`src/rtl/host_arb.sv`:
```
`timescale 1ns/1ps
// -----------------------------------------------------------------------------
// host_arb
// Round-robin arbiter that lets NREQ requesters burst 16-bit words into the
// write side (port B) of a shared host FIFO. A burst is only granted when it
// fits entirely in the FIFO space left since the host last drained it, so the
// FIFO can never overflow and no requester is ever partially served.
//
// Ports
//   i_hb_clk      sole clock, rising edge
//   i_hb_rst      asynchronous active-high reset
//   i_req         per-requester burst request (level, held until o_done)
//   i_req_len     per-requester burst length in words, LEN_W bits per lane
//   i_din         per-requester data word, 16 bits per lane
//   i_host_rst    host drained the FIFO; clears the fill count
//   o_gnt         one-hot registered grant
//   o_rd_strobe   one pulse per word consumed from the owning requester
//   o_hb_wr       FIFO port-B write strobe
//   o_hb_din      FIFO port-B write data (zero when not writing)
//   o_busy        arbiter is not idle
//   o_done        one-cycle pulse at the end of each burst
//   o_fill        words written since the last host drain
// -----------------------------------------------------------------------------
module host_arb #(
   parameter int NREQ  = 4,
   parameter int BUF_W = 2048,
   parameter int LEN_W = 12
) (
   input  logic                  i_hb_clk,
   input  logic                  i_hb_rst,
   input  logic [NREQ-1:0]       i_req,
   input  logic [NREQ*LEN_W-1:0] i_req_len,
   input  logic [NREQ*16-1:0]    i_din,
   input  logic                  i_host_rst,
   output logic [NREQ-1:0]       o_gnt,
   output logic [NREQ-1:0]       o_rd_strobe,
   output logic                  o_hb_wr,
   output logic [15:0]           o_hb_din,
   output logic                  o_busy,
   output logic                  o_done,
   output logic [LEN_W-1:0]      o_fill
);

   localparam int RR_W = (NREQ > 1) ? $clog2(NREQ) : 1;

   localparam logic [1:0] S_IDLE  = 2'd0;
   localparam logic [1:0] S_GRANT = 2'd1;
   localparam logic [1:0] S_XFER  = 2'd2;
   localparam logic [1:0] S_DONE  = 2'd3;

   logic [1:0]       r_state;
   logic [NREQ-1:0]  r_gnt;
   logic [RR_W-1:0]  r_owner;
   logic [LEN_W-1:0] r_cnt;
   logic [LEN_W-1:0] r_fill;
   logic [RR_W-1:0]  r_rr;
   logic             r_rst_pend;   // host drain seen mid-burst, applied at burst end

   logic [LEN_W-1:0] w_len_arr [NREQ];
   logic [15:0]      w_din_arr [NREQ];
   logic [NREQ-1:0]  w_elig;
   logic [LEN_W:0]   w_space;
   logic             w_found;
   logic [RR_W-1:0]  w_winner;
   logic [RR_W-1:0]  w_idx;
   logic [RR_W-1:0]  w_rr_next;
   logic             w_wr;

   // One extra bit so BUF_W - fill is exact even when LEN_W only just holds BUF_W.
   assign w_space = (LEN_W+1)'(BUF_W) - {1'b0, r_fill};

   for (genvar i = 0; i < NREQ; i++) begin : g_lane
      assign w_len_arr[i] = i_req_len[i*LEN_W +: LEN_W];
      assign w_din_arr[i] = i_din[i*16 +: 16];
      // A burst that does not fit the remaining space waits whole; a length
      // larger than the FIFO therefore never becomes eligible.
      assign w_elig[i]    = i_req[i] && ({1'b0, w_len_arr[i]} <= w_space);
   end

   // Winner is the first eligible requester at or after the round-robin pointer.
   always_comb begin
      // NOTE: every variable assigned here gets a default first so no path
      // leaves it unassigned, which would otherwise infer a latch.
      w_found  = 1'b0;
      w_winner = '0;
      w_idx    = '0;
      for (int k = 0; k < NREQ; k++) begin
         w_idx = RR_W'((int'(r_rr) + k) % NREQ);
         if (!w_found && w_elig[w_idx]) begin
            w_found  = 1'b1;
            w_winner = w_idx;
         end
      end
   end

   assign w_rr_next = (r_owner == RR_W'(NREQ-1)) ? '0 : r_owner + 1'b1;

   // Write path is combinational from state and owner so data lands in the
   // same cycle the requester sees its read strobe.
   assign w_wr        = (r_state == S_XFER);
   assign o_hb_wr     = w_wr;
   assign o_hb_din    = w_wr ? w_din_arr[r_owner] : 16'h0000;
   assign o_rd_strobe = w_wr ? (NREQ'(1) << r_owner) : '0;
   assign o_gnt       = r_gnt;
   assign o_busy      = (r_state != S_IDLE);
   assign o_done      = (r_state == S_DONE);
   assign o_fill      = r_fill;

   always_ff @(posedge i_hb_clk or posedge i_hb_rst) begin
      // NOTE: state registers use non-blocking assignments so every register
      // samples the pre-edge values regardless of statement order.
      if (i_hb_rst) begin
         r_state    <= S_IDLE;
         r_gnt      <= '0;
         r_owner    <= '0;
         r_cnt      <= '0;
         r_fill     <= '0;
         r_rr       <= '0;
         r_rst_pend <= 1'b0;
      end else begin
         case (r_state)
            S_IDLE: begin
               // Eligibility above still uses the pre-drain fill; the cleared
               // count takes effect from the next arbitration.
               if (i_host_rst) begin
                  r_fill <= '0;
               end
               if (w_found) begin
                  r_state <= S_GRANT;
                  r_owner <= w_winner;
                  r_cnt   <= w_len_arr[w_winner];
                  r_gnt   <= NREQ'(1) << w_winner;
               end
            end
            S_GRANT: begin
               if (i_host_rst) begin
                  r_rst_pend <= 1'b1;
               end
               r_state <= (r_cnt != '0) ? S_XFER : S_DONE;
            end
            S_XFER: begin
               if (i_host_rst) begin
                  r_rst_pend <= 1'b1;
               end
               r_fill <= r_fill + 1'b1;
               r_cnt  <= r_cnt - 1'b1;
               if (r_cnt == LEN_W'(1)) begin
                  r_state <= S_DONE;
               end
            end
            S_DONE: begin
               // A drain requested during the burst clears everything written,
               // including the burst that was in flight.
               if (r_rst_pend || i_host_rst) begin
                  r_fill <= '0;
               end
               r_rst_pend <= 1'b0;
               r_gnt      <= '0;
               r_rr       <= w_rr_next;
               r_state    <= S_IDLE;
            end
            default: begin
               r_state <= S_IDLE;
            end
         endcase
      end
   end

endmodule

```
`config.mk`:
```
export PLATFORM = sky130hd
export DESIGN_NAME = host_arb
export DESIGN_NICKNAME = d
export VERILOG_FILES = /design/src/rtl/host_arb.sv
export SDC_FILE = /design/constraint.sdc
export NUM_CORES = 1
export LEC_CHECK = 0
export ABC_AREA = 1
export BUFFER_PORTS_ARGS = -buffer_cell sky130_fd_sc_hd__buf_4
export CAP_MARGIN = 20
export CORE_MARGIN = 2
export CORE_UTILIZATION = 45
export CTS_CLUSTER_SIZE = 16
export DETAILED_ROUTE_END_ITERATION = 7
export GPL_TIMING_DRIVEN = 0
export PLACE_DENSITY = 0.75
export SLEW_MARGIN = 20
export SYNTH_ARGS = -nofsm -noshare
export SYNTH_HDL_FRONTEND = slang
export SYNTH_SLANG_ARGS = --single-unit
```
`constraint.sdc`:
```
create_clock -name i_hb_clk -period 3.74 [get_ports i_hb_clk]
set_clock_uncertainty 0.15 [all_clocks]
set_input_delay 0.187 -clock i_hb_clk [delete_from_list [all_inputs] [get_ports i_hb_clk]]
set_output_delay 0.187 -clock i_hb_clk [all_outputs]
set_load 0.03 [all_outputs]
```
* Word level (Yosys, flattened, before mapping)
Index checks and enable logic that the tools add are counted.
** Storage, ports and cells
- Flip-flop bits (word level) :: 35
- Bits in latches :: 0
- RAM bits :: 0
- ROM bits :: 0
- Bits of input ports :: 119
- Output and inout port bits :: 39
- Memories :: 0
** Operators by class
- $add $sub $neg :: 7
- Multiply operators :: 0
- Div/mod/pow operators :: 0
- Magnitude comparators :: 10
- Equality and inequality tests :: 10
- Shift-type cells :: 2
- Multiplexer cells :: 38
- Bitwise operators :: 2
- Reductions and logical operators :: 25
** Operators with widths (count)
- $mux W12 :: 5
- $le A12 B13 Y1 :: 4
- $mux W16 :: 3
- $pmux W12 S3 :: 1
- $bmux W16 S2 :: 1
- $bmux W12 S2 :: 1
- $pmux W12 S2 :: 1
- $mux W2 :: 7
- $sub A12 B12 Y13 const A :: 1
- $add A12 B1 Y12 const B :: 1
- $eq A12 B1 Y1 const B :: 1
- $lt A2 B3 Y1 const B :: 4
- $reduce_bool A12 Y1 :: 1
- $sub A12 B1 Y12 const B :: 1
- $mux W1 :: 10
- $reduce_and A2 Y1 :: 5
- $bmux W1 S2 :: 4
- $mux W4 :: 2
- $pmux W2 S4 :: 1
- $pmux W4 S2 :: 1
- $reduce_bool A2 Y1 :: 4
- $shl A1 B2 Y4 const A :: 2
- $logic_and A1 B1 Y1 :: 7
- $eq A2 B2 Y1 const B :: 3
- other kinds (14) :: 23

* Longest topological paths before layout
Gate-level depths: netlist (run 1).
- Depth after elaboration :: 21
- Depth in mapped cells :: 32
- Gate-level depth less buffers :: 32

* Worst setup path after synthesis (run 1)
OpenSTA, ideal clock, no wires.
- Path type :: register to register
- Start point :: reg r_fill[0] (netlist: o_fill[0])
- End point :: reg r_cnt[9]
- Setup time :: 0.117 ns
- Arrival :: 3.474 ns
- Data required time :: 3.473 ns
- Path slack :: -0.001 ns
- Stages on the path, launching flop included :: 32
- Period minus slack after synthesis :: 3.741 ns
- Cells stage by stage :: dfrtp_1 > inv_1 > ha_1 > nand2_1 > nor2_2 > xor2_1 > ha_1 > nand2_1 > inv_1 > nand2_1 > nand2_1 > nor2_1 > nor2_1 > nand4_1 > nand3_1 > nand2_1 > nand2_1 > nand2_2 > nand3_1 > nand3_1 > nand2_2 > nand2_2 > nand2_1 > nand2_2 > nand3_4 > buf_6 > nand2_1 > nand2_1 > nand2_1 > nand3_1 > nand2_1 > nand2_1
** Between the ends
- Longest elaborated chain between the ends :: 21
- Elaborated cells between the ends (all ways) :: 39
- Those cells by class :: 1 x add/sub; 4 x order compare; 1 x eq/ne; 21 x mux; 1 x bitwise; 11 x reduce/logical
** RTL lines
- from (decl) :: RTL line 55 : logic [LEN_W-1:0] r_fill;
- from (signal assigned) :: RTL line 145 : r_fill <= r_fill + 1'b1;
- $sub A12 B12 Y13 (*) :: RTL line 70 : assign w_space = (LEN_W+1)'(BUF_W) - {1'b0, r_fill};
- $le A12 B13 Y1 :: RTL line 77 : assign w_elig[i] = i_req[i] && ({1'b0, w_len_arr[i]} <= w_space);
- $logic_and A1 B1 Y1 :: RTL line 77
- $bmux W1 S2 :: RTL line 89 : if (!w_found && w_elig[w_idx]) begin
- $mux W1 (not written as such) :: RTL line 89
- $mux W1 :: RTL line 89
- $logic_not A1 Y1 :: RTL line 89
- $logic_and A1 B1 Y1 :: RTL line 89
- (+4 left out)
- $logic_not A1 Y1 :: RTL line 89
- $logic_and A1 B1 Y1 :: RTL line 89
- $mux W2 :: RTL line 89
- $not A2 Y3 (not written as such) :: RTL line 131 : r_cnt <= w_len_arr[w_winner];
- $bmux W12 S2 :: RTL line 131
- $mux W12 (not written as such) (2 in series) :: RTL line 131
- $mux W12 :: RTL line 128 : if (w_found) begin
- $pmux W12 S2 :: RTL line 121 : case (r_state)
- to (signal assigned) :: RTL line 131
- to (signal assigned) :: RTL line 146 : r_cnt <= r_cnt - 1'b1;
- to (decl) :: RTL line 54 : logic [LEN_W-1:0] r_cnt;
Mark *: on every way between the ends. The rest lies on a longest branch, timed or not. The select of a mux whose other input is x is not followed.
A chain may end at the register's enable or synchronous reset.

* Worst setup path in the final report (run 1)
- Start point :: reg r_fill[4] (netlist: o_fill[4])
- End point :: reg r_cnt[11]
The elaborated chain is that of the path after synthesis.

==> results of run 1 <==
==> worst paths after layout <==
check,from,end,depth (start not counted)
max in group asynchronous,i_hb_rst,r_cnt[6]$_DFFE_PP0P_,4
max,o_fill[4]$_DFFE_PP0P_,r_cnt[11]$_DFFE_PP0P_,26
min in group asynchronous,i_hb_rst,o_fill[2]$_DFFE_PP0P_,3
min reg2reg,r_rst_pend$_DFFE_PP0P_,r_rst_pend$_DFFE_PP0P_,2
max reg2reg,o_fill[4]$_DFFE_PP0P_,r_cnt[11]$_DFFE_PP0P_,26
min,i_host_rst,r_rst_pend$_DFFE_PP0P_,4
==> sequential cells by signal (all words and copies together), names as in the netlist <==
signal and count:
o_fill 12, o_gnt 4, r_cnt 12, r_owner 2
r_rr 2, r_rst_pend 1, r_state 2
==> power by group through the flow <==
| stage | clock (mW) | combinational [mW] | sequential [mW] |
|---|---|---|---|
| CTS | 0.284 | 5.86 | 0.639 |
| global placement | 0 | 5.04 | 0.648 |
| detailed placement | 0 | 5.08 | 0.649 |
| finish | 0.280 | 6.39 | 0.645 |
| global route | 0.300 | 7.03 | 0.664 |
| floorplan | 0 | 3.73 | 0.664 |
==> cell type report <==
type	count	area (um2)	share of cell area
Clock inverter	1	5.00	0.000712
Tap cell	140	175	0.0249
Inverter	88	335	0.0477
Timing Repair Buffer	193	1500	0.213
Clock buffer	7	76.3	0.0109
Sequential cell	35	878	0.125
Buffer	25	158	0.0224
Multi-Input combinational cell	658	3910	0.556
==> cell usage after synthesis, drive strengths merged <==
| cell | number |
|---|---|
| o21ai | 57 |
| and3 | 2 |
| inv | 87 |
| nand2 | 230 |
| nor3b | 1 |
| o22ai | 2 |
| nand3 | 62 |
| a32oi | 1 |
| clkinv | 1 |
| nand4 | 28 |
| ha | 52 |
| a21boi | 3 |
| a21oi | 57 |
| buf | 12 |
| nor3 | 21 |
| xnor2 | 2 |
| nor2 | 125 |
| dfrtp | 35 |
| a31oi | 3 |
| clkbuf | 13 |
| and2 | 1 |
| xor2 | 8 |
| nand3b | 3 |
==> kinds of logic (layout without fill, tap and decap cells) <==
kind of cell | count (synthesis) | in the layout | synth area share
adders and majority gates | 52 | 52 | 0.133
and+or+nand+nor | 473 | 473 | 0.434
DFF | 35 | 35 | 0.179
xor gates and xnor gates | 10 | 10 | 0.0179
AOI/OAI and AO/OA | 123 | 123 | 0.141
buffers and inverters | 113 | 314 | 0.0947
==> worst max-delay path, stage by stage, from the launching register on <==
cell and delay, ns:
dfrtp_2 0.50, nor2_4 0.18, nand2_2 0.08, nor2_4 0.15
nand2_2 0.09, nor3_4 0.21, xor2_2 0.29, ha_1 0.31
a21oi_2 0.13, nor2_1 0.06, a31oi_1 0.13, nand2_1 0.08
nand2_2 0.12, nand3_2 0.10, nand3_2 0.10, nand2_4 0.08
nand2_4 0.09, nand2_2 0.07, nand2_4 0.10, nand3_4 0.15
buf_6 0.18, nand2_1 0.07, nand2_2 0.06, nand2_1 0.09
nand2_2 0.07, nand2_2 0.07, a21oi_2 0.05
==> routing by layer <==
metal | wire length, um | vias to the layer above | track usage
met5 | 0 | - | 0
met1 | 7400 | 2857 | 0.378
met3 | 837 | 44 | 0.0446
li1 | - | 3044 | -
met4 | 488 | 0 | 0.113
met2 | 8710 | 183 | 0.491
==> cells in the final DEF, fill, tap and decap left out, types with 5 or more instances in the layout <==
cell type | netlist | routed
nand4_1 | 27 | 27
nand3_2 | 8 | 15
dfrtp_1 | 35 | 33
ha_4 | 0 | 5
nand3_1 | 53 | 43
nor3_1 | 21 | 15
nor3_2 | 0 | 5
inv_1 | 79 | 76
nand2_1 | 215 | 197
nor2_2 | 10 | 16
nand2_4 | 2 | 6
nand2_2 | 13 | 27
clkbuf_8 | 0 | 5
nor2_1 | 114 | 105
buf_4 | 0 | 187
o21ai_0 | 55 | 49
a21oi_2 | 6 | 8
a21oi_1 | 50 | 48
buf_6 | 4 | 9
clkbuf_1 | 13 | 14
inv_2 | 8 | 9
ha_1 | 52 | 47
==> what timing repair did <==
item                                    CTS  global route
cloned                                    2             0
resized for setup                        60            40
hold buffers                              1             0
endpoints found under the hold margin    35             0
pin swaps                                15            13
endpoints found under the setup margin   20            22
setup buffers                            27             6
==> metrics, run 1 <==
RSZ-0062 raised after global routing true; worst slew margin relative to its limit 0.500; Antenna Violating Nets Remaining 0; worst hold-check path type input port to register; Net Switching 4.21 mW; vias in the first global route 5786; crit path kind register to register; crit start category register; Leak 3.66 nW; actual slew at the worst max-slew pin 0.750 ns; CTS buffer count 5; Required @ worst endpoint 3.77 ns; Peak VDD IR 0.485 mV; clk buf depth 2; Fillers 1009; failing checks negative setup slack; drt via density 5.34; Die ar. ~12000 um2; largest area contributor in the netlist dfrtp_1; layout cells sized above 1 0.325; FF+latch count, synth 35; dpl ws -0.708 ns; crit path max fanout 7; Hold Fails Final Rpt 0; CTS H-Tree Depth 2; diodes inserted 0; yosys warns 0; outcome finished with violations; power per cell area between 1000 and 1500 nW/um2; Final Cycle Share 1.04; max-slew violation count 0; DP Wirelength 13000 um; Int Power ~3.1 mW; Netlist cell types 36; Area Growth Syn to Fin 43.8%; number of port buffers 157; GP Congestion between 0.9 and 1; clock share of power 0.038; drt pass-1 iters 5; Fmax approximately 260 MHz; register area share after synthesis 0.179; Seq pwr share 0.088; top cells by area, synth dfrtp_1 18%, nand2_1 17%, ha_1 13%; worst setup margin -0.134 ns; # IOs 158; total routed wirelength 17400 um; area post-placement 6260 um2; worst reg-to-reg setup slack -0.13 ns; TritonCTS clock tree yes; Tmin final 3.87 ns; initial cell density of the core 0.457; post-synthesis cell count 806; DR vias 6128; initial antenna violation count 0; setup TNS -1.08 ns; Skew-Pair Late Insertion Delay 0.30 ns; GR Util All Layers 0.292; Layout Utilization 0.657; CP Capture Type register; Design Power 7.32 mW; share of the synthesized area in the top cell type 0.179; Final nets 1177; GR Overflow Total 0; total of max-cap violations 0; die height roughly 110 um; Sinks on Clock Net 35; arrival time worst endpoint between 3 and 4 ns; placed cell count 1104; Finished Layout Cells 1147; Logic pwr share 0.874; row count 38; core footprint 10700 um2; synthesized net count between 900 and 1000; switching part of the total 0.576; die width 108 um; initial DRC count 392; Mapped Area just under 5000 um2; Avg Cell Area, Syn 6.07 um2; final instance area 7030 um2; Avg WL per Cell 15.2 um; Setup-failing EPs final 12; Min Hold Slack ~0.042 ns; CTS clk-pin slew, worst paths 0.08 ns; CTS root buf clkbuf_8; largest net degree at the start of global routing 27; drc violations 0; first-pass GRT wire length 27100 um
Power figures use the tool's default switching activity.
==> run 2: changes to the inputs <==
==> constraint.sdc (replaced) <==
create_clock -name i_hb_clk -period 3.74 [get_ports i_hb_clk]
set_clock_uncertainty 0.15 [all_clocks]
set_input_delay 0.561 -clock i_hb_clk [delete_from_list [all_inputs] [get_ports i_hb_clk]]
set_output_delay 0.561 -clock i_hb_clk [all_outputs]
set_load 0.03 [all_outputs]
==> metrics, run 2 (synthesized netlist as in run 1, its figures left out) <==
outcome finished with violations; failing checks negative setup slack; total routed wirelength 17400 um; clock share of power 0.038; arrival time worst endpoint 3.96 ns; # IOs 158; GP Congestion 0.913; core footprint 10700 um2; switching part of the total 0.575; max-slew violation count 0; Crit path buffers/inverters 4; Peak VDD IR 0.482 mV; power per cell area roughly 1000 nW/um2; Int Power 3.11 mW; initial DRC count 374; Setup-failing EPs final 12; R2R Path End r_cnt[11]$_DFFE_PP0P_; RSZ-0062 raised after global routing true; Seq pwr share 0.088; Leak 3.65 nW; Antenna Violating Nets Remaining 0; crit path kind register to register; final instance area around 7000 um2; DR vias ~6100; worst setup margin -0.139 ns; CTS H-Tree Depth 2; Net Switching 4.21 mW; initial antenna violation count 0; DP Wirelength 13000 um; Layout Utilization 0.656; largest net degree at the start of global routing 27; Final nets 1176; GR Util All Layers 0.292; GR Overflow Total 0; Critical Path Max Stage Delay 0.41 ns; drt pass-1 iters 5; actual slew at the worst max-slew pin 0.744 ns; die height between 100 and 150 um; CP Capture Type register; Skew-Pair Late Insertion Delay 0.30 ns; CTS clk-pin slew, worst paths 0.08 ns; diodes inserted 0; first-pass GRT wire length ~27000 um; layout cells sized above 1 0.325; clk buf depth 2; die width 108 um; worst reg-to-reg setup slack -0.14 ns; worst hold-check path type input port to async pin; Avg WL per Cell 15.2 um; number of port buffers about 160; Fmax roughly 260 MHz; row count 38; R2R Path Start o_fill[1]$_DFFE_PP0P_; total of max-cap violations 0; cell count of the worst reg-to-reg path 30; drc violations 0; crit path max fanout 6; cts hold-fix bufs 0; Die ar. 11700 um2; TritonCTS clock tree yes; vias in the first global route around 5800; initial cell density of the core 0.457; crit-path leading delay family simple AND/OR/NAND/NOR gates; Tmin final 3.88 ns; worst slew margin relative to its limit 0.504; Hold Fails Final Rpt 0; commonest non-fill, non-tap cell in the layout nand2_1; Logic pwr share 0.874; Area Growth Syn to Fin 43.6%; most frequent cells in the layout 197 x nand2_1, 187 x buf_4, 105 x nor2_1; CTS buffer count 5; Final Cycle Share 1.04; Required @ worst endpoint 3.82 ns; crit start category register; drt via density 5.35; slowest CP cell dfrtp_1; Sinks on Clock Net 35; CTS root buf clkbuf_8; area post-placement 6260 um2
-- run 2: cell types whose count changed in the layout (fill, tap and decap cells not counted), sizes merged --
cell,change
dlygate4sd3,-1
-- run 2: metrics by stage --
step / std cells / total power [mW] / hold slack, ns / setup TNS (ns) / setup WS [ns]
after floorplan: 806 / 4.39 / 0.315 / 0 / 0.0761
after global placement: 1103 / 5.69 / 0.344 / -11.16 / -0.686
after detailed placement: 1104 / 5.73 / 0.349 / -11.68 / -0.708
after CTS: 1141 / 6.78 / 0.0366 / -0.122 / -0.0332
after global routing: 1146 / 7.99 / 0.0394 / -5.02 / -0.414
final: 1146 / 7.31 / 0.0303 / -1.08 / -0.139
-- run 2: final cells by class --
type / count / area [um2]
Multi-Input combinational cell: 658 / 3910
Clock buffer: 7 / 76.3
Buffer: 25 / 158
Tap cell: 140 / 175
Sequential cell: 35 / 878
Fill cell: 1010 / 3680
Timing Repair Buffer: 192 / 1490
Clock inverter: 1 / 5.00
Inverter: 88 / 335
-- run 2: repair_timing --
item / CTS / global route
setup buffers: 27 / 6
pin swaps: 15 / 13
resized for setup: 60 / 40
endpoints found under the setup margin: 20 / 22
gates cloned: 2 / 0
-- run 2: worst max path at each step --
stage | startpoint | end | slack (ns) | cells past startpoint
2_1_floorplan | o_fill[0]$_DFFE_PP0P_ | r_cnt[9]$_DFFE_PP0P_ | 0.08 | 31
3_3_place_gp | o_fill[0]$_DFFE_PP0P_ | r_cnt[11]$_DFFE_PP0P_ | -0.69 | 28
3_5_place_dp | o_fill[0]$_DFFE_PP0P_ | r_cnt[11]$_DFFE_PP0P_ | -0.71 | 28
4_1_cts | o_fill[1]$_DFFE_PP0P_ | r_cnt[9]$_DFFE_PP0P_ | -0.03 | 31
5_1_grt | o_fill[4]$_DFFE_PP0P_ | r_cnt[11]$_DFFE_PP0P_ | -0.41 | 27
6_report | o_fill[1]$_DFFE_PP0P_ | r_cnt[11]$_DFFE_PP0P_ | -0.14 | 30
-- run 2: power groups by stage --
stage | Sequential [mW] | Combinational, mW | Clock [mW]
floorplan | 0.664 | 3.73 | 0
global placement | 0.648 | 5.04 | 0
detailed placement | 0.649 | 5.08 | 0
CTS | 0.639 | 5.86 | 0.284
global route | 0.664 | 7.03 | 0.300
finish | 0.645 | 6.39 | 0.279
-- run 2: layer usage --
| layer | up-vias | track usage | wire length (um) |
|---|---|---|---|
| met2 | 202 | 0.490 | 8680 |
| li1 | 3046 | - | - |
| met3 | 54 | 0.0446 | 941 |
| met4 | 0 | 0.113 | 533 |
| met5 | - | 0 | 0 |
| met1 | 2829 | 0.378 | 7290 |
==> run 3: changes to the inputs <==
--- a/constraint.sdc
+++ b/constraint.sdc
@@ -3,3 +3,3 @@
 set_input_delay 0.561 -clock i_hb_clk [delete_from_list [all_inputs] [get_ports i_hb_clk]]
 set_output_delay 0.561 -clock i_hb_clk [all_outputs]
-set_load 0.03 [all_outputs]
+set_load 0.02 [all_outputs]
==> metrics, run 3 (synthesized netlist as in run 1, its figures left out) <==
failing checks negative setup slack; initial antenna violation count 0; layout cells sized above 1 0.345; GR Overflow Total 0; dpl ws -0.792 ns; initial cell density of the core 0.457; Fillers 945; total routed wirelength 18300 um; Final nets 1184; final instance area 7270 um2; outcome finished with violations; met1 Use GR 0.360; Seq. cell area just under 900 um2; CTS root buf clkbuf_8; number of port buffers 157; Tmin final 4.00 ns; CTS H-Tree Depth 2; power per cell area 1060 nW/um2; crit path kind register to register; CTS clk-pin slew, worst paths around 0.090 ns; Setup-failing EPs final 15; Hold Fails Final Rpt 0; drt pass-1 iters 5; Required @ worst endpoint 3.82 ns; drt via density 5.38; GP Congestion 0.950; Peak VDD IR about 0.55 mV; most frequent cells in the layout 190 x buf_4, 184 x nand2_1, 109 x nor2_1; crit path max fanout 7; RSZ-0062 raised after global routing true; die height 108 um; commonest non-fill, non-tap cell in the layout buf_4; Antenna Violating Nets Remaining 0; Sinks on Clock Net 35; worst slew margin relative to its limit 0.533; total of max-cap violations 0; # IOs between 150 and 200; Leak 3.74 nW; Fmax 250 MHz; row count 38; area post-placement 6260 um2; CTS buffer count 5; clk buf depth 2; actual slew at the worst max-slew pin 0.700 ns; Multi-input gate area about 4000 um2; TritonCTS clock tree yes; drc violations 0; crit start category register; first-pass GRT wire length between 20000 and 30000 um; DR vias 6209; Area Growth Syn to Fin 48.7%; Top Usage Layer GRT met2; largest net degree at the start of global routing 27; Worst path most repeated cell nand2_1; worst setup margin -0.258 ns; met3 GRT Util 0.0482; max-slew violation count 0; DP Wirelength approximately 13000 um; Critical Path Max Stage Delay 0.42 ns; GR Util All Layers 0.286; M2 GR Usage 0.504; setup TNS -2.36 ns; die width 108 um; initial DRC count 458; worst hold-check path type input port to async pin; core footprint ~11000 um2; Die ar. 11700 um2; arrival time worst endpoint 4.07 ns; crit-path leading delay family simple AND/OR/NAND/NOR gates; Final Cycle Share 1.07; diodes inserted 0; slowest CP cell dfrtp_1; Crit path buffers/inverters 4; vias in the first global route approximately 5500; Avg WL per Cell 15.9 um; Skew-Pair Late Insertion Delay around 0.30 ns; CP Capture Type register
run 3: cell type report:
type,count,share of cell area
Sequential cell,35,0.121
Timing Repair Buffer,200,0.219
Buffer,25,0.0217
Inverter,88,0.0475
Multi-Input combinational cell,658,0.551
Tap cell,140,0.0241
Clock buffer,5,0.00946
Clock inverter,3,0.00602
run 3: path summary, 6_finish.rpt:
check                                  startpoint                      to  slack, ns  cells after the start
setup / recovery            o_fill[1]$_DFFE_PP0P_   r_cnt[11]$_DFFE_PP0P_      -0.26                     30
hold / removal                           i_hb_rst   o_fill[2]$_DFFE_PP0P_       0.03                      2
setup reg to reg            o_fill[1]$_DFFE_PP0P_   r_cnt[11]$_DFFE_PP0P_      -0.26                     30
hold reg to reg            r_rst_pend$_DFFE_PP0P_  r_rst_pend$_DFFE_PP0P_       0.36                      2
max in group asynchronous                i_hb_rst    r_cnt[6]$_DFFE_PP0P_       2.97                      3
min in group i_hb_clk      r_rst_pend$_DFFE_PP0P_  r_rst_pend$_DFFE_PP0P_       0.36                      2
run 3: report_power, final:
group,switching (mW),internal [mW]
registers,0.118,0.523
clock network,0.160,0.199
logic,4.02,2.66
total,4.30,3.39
run 3: per-layer routing:
layer | part of all wire | up-vias | routed length [um]
li1 | - | 3055 | -
met1 | 0.40 | 2878 | 7320
met2 | 0.51 | 229 | 9330
met3 | 0.063 | 47 | 1160
met4 | 0.027 | 0 | 495
met5 | 0 | - | 0
run 3: repair_timing:
item	CTS	global route
endpoints found under the hold margin	0	0
buffers inserted	27	12
setup endpoints to repair	20	21
resized for setup	64	64
cloned	2	1
hold buffers	0	0
pin swaps	19	47
run 3: through the flow:
stage               hold WS (ns)  std cells  power [mW]   util
CTS                       0.0402       1141        6.78  0.640
global route              0.0427       1154        8.33  0.680
detailed placement         0.338       1104        5.64  0.585
global placement           0.338       1103        5.58  0.584
floorplan                  0.315        806        4.30      -
finish                    0.0308       1154        7.68  0.680
run 3: worst reg2reg max path, delay by kind of cell, from the launching register on:
kind                       cells  cell delay [ns]
buffers and inverters          4             0.49
DFF                            1             0.42
adders and majority gates      2             0.44
xor gates and xnor gates       1             0.10
and+or+nand+nor               21             1.95
AOI/OAI and AO/OA              2             0.36
